File: src/rtl/instr_encoder_pkg.sv
// Instruction word layout, opcode constants and encoder FSM states.
// The decoder in the core imports the same package, so both ends agree on field placement.
package instr_encoder_pkg;

  localparam int INSTR_W  = 32;

  localparam int PFIX_W   = 2;
  localparam int OPCODE_W = 6;
  localparam int REG_W    = 4;
  localparam int IMM_W    = 16;

  localparam int PFIX_LSB   = 30;
  localparam int OPCODE_LSB = 24;
  localparam int RS_LSB     = 20;
  localparam int RD_LSB     = 16;
  localparam int IMM_LSB    = 0;

  localparam logic [OPCODE_W-1:0] OP_HLT = 6'b001011;

  typedef enum logic [2:0] {
    S_IDLE  = 3'd0,
    S_LOAD  = 3'd1,
    S_WRITE = 3'd2,
    S_DONE  = 3'd3,
    S_ERROR = 3'd4
  } enc_state_t;

  // Pulls the opcode back out of a packed word.
  function automatic logic [OPCODE_W-1:0] word_opcode(input logic [INSTR_W-1:0] w);
    return w[OPCODE_LSB +: OPCODE_W];
  endfunction

endpackage

File: src/rtl/instr_encoder_if.sv
// Program-load bundle, memory write port and status signals of the encoder.
// slave = encoder side; master = loader/memory side.
interface instr_encoder_if #(
  parameter int ADDR_W = 8
);
  import instr_encoder_pkg::*;

  logic                  start;
  logic [ADDR_W-1:0]     base_addr;
  logic                  in_valid;
  logic                  in_ready;
  logic [PFIX_W-1:0]     in_pfix;
  logic [OPCODE_W-1:0]   in_opcode;
  logic [REG_W-1:0]      in_rs;
  logic [REG_W-1:0]      in_rd;
  logic [IMM_W-1:0]      in_imm;
  logic                  mem_we;
  logic [ADDR_W-1:0]     mem_addr;
  logic [INSTR_W-1:0]    mem_wdata;
  logic                  mem_ack;
  logic [ADDR_W:0]       count;
  logic                  done;
  logic                  overflow;

  modport slave (
    input  start, base_addr, in_valid, in_pfix, in_opcode, in_rs, in_rd, in_imm, mem_ack,
    output in_ready, mem_we, mem_addr, mem_wdata, count, done, overflow
  );

  modport master (
    output start, base_addr, in_valid, in_pfix, in_opcode, in_rs, in_rd, in_imm, mem_ack,
    input  in_ready, mem_we, mem_addr, mem_wdata, count, done, overflow
  );

endinterface

File: src/rtl/instr_encoder_pack.sv
// Combinational field packer: pure concatenation, no field checks.
module instr_pack
  import instr_encoder_pkg::*;
(
  input  logic [PFIX_W-1:0]   pfix,
  input  logic [OPCODE_W-1:0] opcode,
  input  logic [REG_W-1:0]    rs,
  input  logic [REG_W-1:0]    rd,
  input  logic [IMM_W-1:0]    imm,
  output logic [INSTR_W-1:0]  word
);

  // Place each field at its package-defined bit position.
  always_comb begin
    word = '0;
    word[PFIX_LSB   +: PFIX_W]   = pfix;
    word[OPCODE_LSB +: OPCODE_W] = opcode;
    word[RS_LSB     +: REG_W]    = rs;
    word[RD_LSB     +: REG_W]    = rd;
    word[IMM_LSB    +: IMM_W]    = imm;
  end

endmodule

File: src/rtl/instr_encoder.sv
// Instruction encoder: packs field bundles and writes them to sequential
// instruction-memory addresses until a HLT word lands or the address space runs out.
module instr_encoder
  import instr_encoder_pkg::*;
#(
  parameter int ADDR_W = 8
) (
  input  logic            clk,
  input  logic            rst,
  instr_encoder_if.slave  bus
);

  enc_state_t          state;
  logic [ADDR_W-1:0]   addr;
  logic [INSTR_W-1:0]  wdata;
  logic [ADDR_W:0]     count;
  logic                ready;
  logic                we;
  logic                done;
  logic                overflow;
  logic [INSTR_W-1:0]  packed_word;

  instr_pack u_pack (
    .pfix   (bus.in_pfix),
    .opcode (bus.in_opcode),
    .rs     (bus.in_rs),
    .rd     (bus.in_rd),
    .imm    (bus.in_imm),
    .word   (packed_word)
  );

  // Load FSM; every output is a register so the memory port sees clean levels.
  always_ff @(posedge clk or posedge rst) begin
    if (rst) begin
      state    <= S_IDLE;
      addr     <= '0;
      wdata    <= '0;
      count    <= '0;
      ready    <= 1'b0;
      we       <= 1'b0;
      done     <= 1'b0;
      overflow <= 1'b0;
    end else begin
      case (state)
        S_IDLE, S_DONE, S_ERROR: begin
          if (bus.start) begin
            state    <= S_LOAD;
            addr     <= bus.base_addr;
            count    <= '0;
            ready    <= 1'b1;
            done     <= 1'b0;
            overflow <= 1'b0;
          end
        end
        S_LOAD: begin
          if (bus.in_valid) begin
            wdata <= packed_word;
            we    <= 1'b1;
            ready <= 1'b0;
            state <= S_WRITE;
          end
        end
        S_WRITE: begin
          // Address and data stay frozen until the memory acknowledges.
          if (bus.mem_ack) begin
            we    <= 1'b0;
            count <= count + (ADDR_W+1)'(1);
            if (word_opcode(wdata) == OP_HLT) begin
              state <= S_DONE;
              done  <= 1'b1;
            end else if (&addr) begin
              // Never wrap: the top address was just written, stop here.
              state    <= S_ERROR;
              overflow <= 1'b1;
            end else begin
              addr  <= addr + ADDR_W'(1);
              ready <= 1'b1;
              state <= S_LOAD;
            end
          end
        end
        default: begin
          state <= S_IDLE;
          ready <= 1'b0;
          we    <= 1'b0;
        end
      endcase
    end
  end

  assign bus.in_ready  = ready;
  assign bus.mem_we    = we;
  assign bus.mem_addr  = addr;
  assign bus.mem_wdata = wdata;
  assign bus.count     = count;
  assign bus.done      = done;
  assign bus.overflow  = overflow;

endmodule

File: src/flat_wrapper.sv
// flat-port wrapper written by rule: the top's interface ports become plain ports
module instr_encoder_flat import instr_encoder_pkg::*;
#(
  parameter int ADDR_W = 8
)
  (clk, rst, bus_start, bus_base_addr, bus_in_valid, bus_in_pfix, bus_in_opcode, bus_in_rs, bus_in_rd, bus_in_imm, bus_mem_ack, bus_in_ready, bus_mem_we, bus_mem_addr, bus_mem_wdata, bus_count, bus_done, bus_overflow);
  instr_encoder_if #(.ADDR_W(ADDR_W)) bus_i ();
  input  logic clk;
  input  logic rst;
  input wire logic [$bits(bus_i.start)-1:0] bus_start;
  input wire logic [$bits(bus_i.base_addr)-1:0] bus_base_addr;
  input wire logic [$bits(bus_i.in_valid)-1:0] bus_in_valid;
  input wire logic [$bits(bus_i.in_pfix)-1:0] bus_in_pfix;
  input wire logic [$bits(bus_i.in_opcode)-1:0] bus_in_opcode;
  input wire logic [$bits(bus_i.in_rs)-1:0] bus_in_rs;
  input wire logic [$bits(bus_i.in_rd)-1:0] bus_in_rd;
  input wire logic [$bits(bus_i.in_imm)-1:0] bus_in_imm;
  input wire logic [$bits(bus_i.mem_ack)-1:0] bus_mem_ack;
  output wire logic [$bits(bus_i.in_ready)-1:0] bus_in_ready;
  output wire logic [$bits(bus_i.mem_we)-1:0] bus_mem_we;
  output wire logic [$bits(bus_i.mem_addr)-1:0] bus_mem_addr;
  output wire logic [$bits(bus_i.mem_wdata)-1:0] bus_mem_wdata;
  output wire logic [$bits(bus_i.count)-1:0] bus_count;
  output wire logic [$bits(bus_i.done)-1:0] bus_done;
  output wire logic [$bits(bus_i.overflow)-1:0] bus_overflow;
  assign bus_i.start = bus_start;
  assign bus_i.base_addr = bus_base_addr;
  assign bus_i.in_valid = bus_in_valid;
  assign bus_i.in_pfix = bus_in_pfix;
  assign bus_i.in_opcode = bus_in_opcode;
  assign bus_i.in_rs = bus_in_rs;
  assign bus_i.in_rd = bus_in_rd;
  assign bus_i.in_imm = bus_in_imm;
  assign bus_i.mem_ack = bus_mem_ack;
  assign bus_in_ready = bus_i.in_ready;
  assign bus_mem_we = bus_i.mem_we;
  assign bus_mem_addr = bus_i.mem_addr;
  assign bus_mem_wdata = bus_i.mem_wdata;
  assign bus_count = bus_i.count;
  assign bus_done = bus_i.done;
  assign bus_overflow = bus_i.overflow;
  instr_encoder #(.ADDR_W(ADDR_W)) u_core (.clk(clk), .rst(rst), .bus(bus_i));
endmodule
File: config.mk
export PLATFORM = sky130hd
export DESIGN_NAME = instr_encoder_flat
export DESIGN_NICKNAME = d
export VERILOG_FILES = /design/src/rtl/instr_encoder_pkg.sv /design/src/rtl/instr_encoder_if.sv /design/src/rtl/instr_encoder_pack.sv /design/src/rtl/instr_encoder.sv /design/src/flat_wrapper.sv
export SDC_FILE = /design/constraint.sdc
export NUM_CORES = 1
export LEC_CHECK = 0
export BUFFER_PORTS_ARGS = -buffer_cell sky130_fd_sc_hd__clkbuf_2
export CORE_UTILIZATION = 50
export CTS_CLUSTER_SIZE = 30
export DETAILED_ROUTE_END_ITERATION = 10
export HOLD_SLACK_MARGIN = 0.06
export PLACE_DENSITY = 0.8
export SLEW_MARGIN = 20
export SYNTH_ARGS = -nofsm -noshare
export SYNTH_HDL_FRONTEND = slang
export SYNTH_HIERARCHICAL = 1
export SYNTH_SLANG_ARGS = --single-unit
File: constraint.sdc
create_clock -name clk -period 2.44 [get_ports clk]
set_clock_uncertainty 0.1 [all_clocks]
set_input_delay 0.488 -clock clk [delete_from_list [all_inputs] [get_ports clk]]
set_output_delay 0.488 -clock clk [all_outputs]
set_load 0.005 [all_outputs]
==> metrics.txt <==
status complete, no violations; Via density 5.20; largest net degree at the start of global routing 33; DR iter-0 viols 77; All-Layer GR Usage 0.188; register bit total from synthesis 56; row cnt 27; Clk Latency, worst-skew pair 0.30 ns; commonest non-fill, non-tap cell in the layout clkbuf_2; Worst Setup End Kind register; H-tree levels 2; routed vias 2087; max_cap viols 0; Worst-Margin Slew 0.690 ns; Finished Layout Cells 401; fin crit period 2.20 ns; Hold Buf Count CTS 0; placed cells 393; Final period util 0.903; Synth top area share 0.493; drt drc 0; Leak 1.58 nW; crit path max fanout 22; Reg area 0.00140 mm²; Ports 98; share of cells above drive strength 1 0.401; Yosys cell types 41; relative slew slack 0.540; multi-input logic area 0.00111 mm²; Pwr per Cell Area 1120 mW/mm²; Design Area, Final 0.00326 mm²; setup repair bufs after CTS 0; initial core utilization 0.516; CTS tree yes; maximum vdd drop 0.432 mV; clk root buf clkbuf_8; endpoints failing setup 0; routability cong. 0.889; hold crit path type primary input to asynchronous set/reset pin; crit-path cells nor2_1 > a22o_1 > and2_1 > a21oi_1; Max Buffers Root-to-Sink 2; total gr overflow 0; worst endpoint data arrival time 2.28 ns; Vert. Die Dim 77.4 µm; critical path type register to register; area grow syn2layout 14.8%; WL final 5.51 mm; Yosys warning count 6; Syn Std Cell Area 0.00284 mm²; post-DP HPWL 4.14 mm; first-pass GRT wire length 8.89 mm; Core ar. 0.00551 mm²; CTS clk-pin slew, worst paths 0.10 ns; CP peak stage delay 0.65 ns; average wire per standard cell 13.7 µm; initial antenna violation count 0; Mapped Nets 311; Antenna Nets Post-Route 0; post-place instance area 0.00316 mm²; final hold violation count 0; # diodes 0; register area share after synthesis 0.493; Max Slew Vio Count 0; Nets 375; Filler Cell Count 482; largest cells by area after synthesis dfrtp_1 49%, buf_4 8.7%, mux2_1 6.7%; clock sink count 56; RSZ-0062 raised after global routing false; Req. time, crit path 2.52 ns; number of buffers created by CTS 5; setup TNS 0 ns; IO Port Bufs 97; biggest area consumer among synthesized cells dfrtp_1; Fmax 454 MHz; syn_area_per_cell 10.8 µm²; first drt pass iteration count 4; number of global-route vias before repair 1945; Crit-path slowest cell a22o_1; post_cts resized 0; most frequent cells in the layout 97 x clkbuf_2, 56 x dfrtp_1, 19 x nand2_1; full die area 0.00599 mm²; width of the die 77.4 µm; Post-Synthesis Cells 264; CP startpoint kind register
[cell families (layout without fill, tap and decap cells)]
| group | after synthesis | after routing | synth area share |
|---|---|---|---|
| multiplexers | 36 | 36 | 0.141 |
| flip-flops | 56 | 56 | 0.493 |
| adder cells (fa/ha/maj) | 2 | 2 | 0.00881 |
| XOR/XNOR | 7 | 7 | 0.0216 |
| AO/OA/AOI/OAI | 41 | 41 | 0.0872 |
| AND/OR/NAND/NOR | 71 | 71 | 0.130 |
| buffers and inverters | 51 | 116 | 0.118 |
[power breakdown]
part | leakage, nW | switching, mW | total (mW) | internal, mW
Combinational | 0.851 | 0.731 | 1.49 | 0.760
Sequential | 0.680 | 0.307 | 1.62 | 1.32
Clock | 0.0516 | 0.292 | 0.525 | 0.233
[worst max-delay path: cells and delay by family (launching register included)]
family,cells,cell delay (ns)
flip-flops,1,0.52
AND/OR/NAND/NOR,2,0.68
AO/OA/AOI/OAI,2,0.78
[synth_stat cells, drive strengths merged]
cell type  count
nor2          16
o22ai          2
nor3           4
nor4b          1
o31ai          1
nand4b         1
a22oi          1
nand4          6
o21a           1
o21ai         12
nor2b          3
xor2           7
nand2b         3
a31oi          8
mux2i          3
dfrtp         56
or3            1
clkbuf         1
a22o           1
inv            5
a21oi         11
and4           2
a311oi         1
buf           45
nand2         19
a211o          1
and2           4
a2bb2oi        2
nand3b         1
ha             2
nand3          6
mux2          33
and3           4
[cell type report]
type	instances	area share
clock buffers	6	0.0253
repair buffers	103	0.167
flip-flops and latches	56	0.430
inverters	5	0.00576
well taps	72	0.0276
clock inverters	2	0.00422
multi-input cells	157	0.340
[layer usage]
| layer | vias up | GRT usage | part of all wire |
|---|---|---|---|
| met4 | 0 | 0.0660 | 0.011 |
| met5 | - | 0 | 0 |
| met2 | 60 | 0.335 | 0.52 |
| li1 | 1014 | - | - |
| met1 | 1006 | 0.230 | 0.43 |
| met3 | 7 | 0.0318 | 0.036 |
[stage by stage]
| step | hold slack [ns] | setup WS (ns) | total power [mW] | util |
|---|---|---|---|---|
| after detailed placement | 0.374 | 0.297 | 3.15 | 0.574 |
| final | 0.124 | 0.237 | 3.64 | 0.592 |
| after floorplan | 0.383 | 0.481 | 2.56 | - |
| after global routing | 0.162 | 0.111 | 3.90 | 0.592 |
| after global placement | 0.368 | 0.391 | 3.06 | 0.574 |
| after CTS | 0.129 | 0.273 | 3.68 | 0.592 |
[worst paths after layout]
kind	startpoint	to	slack, ns	cells past startpoint
worst max-delay path	u_core/state[0]$_DFFE_PP0P_	u_core/bus.mem_addr[2]$_DFFE_PP0P_	0.24	4
worst min-delay path	rst	u_core/bus.count[3]$_DFFE_PP0P_	0.12	2
worst max register to register	u_core/state[0]$_DFFE_PP0P_	u_core/bus.mem_addr[2]$_DFFE_PP0P_	0.24	4
worst min register to register	u_core/bus.mem_wdata[8]$_DFFE_PP0P_	u_core/bus.mem_wdata[8]$_DFFE_PP0P_	0.39	1
max in group asynchronous	rst	u_core/bus.mem_wdata[29]$_DFFE_PP0P_	1.56	3
min in group clk	bus_in_rs[1]	u_core/bus.mem_wdata[21]$_DFFE_PP0P_	0.29	2
[registers in the layout, summed over array words and instances (netlist names)]
name	flops
u_core/bus.mem_addr	8
u_core/bus.mem_we	1
u_core/bus.overflow	1
u_core/bus.count	9
u_core/bus.mem_wdata	32
u_core/bus.in_ready	1
u_core/state	3
u_core/bus.done	1
(Power assumes the default switching activity.)
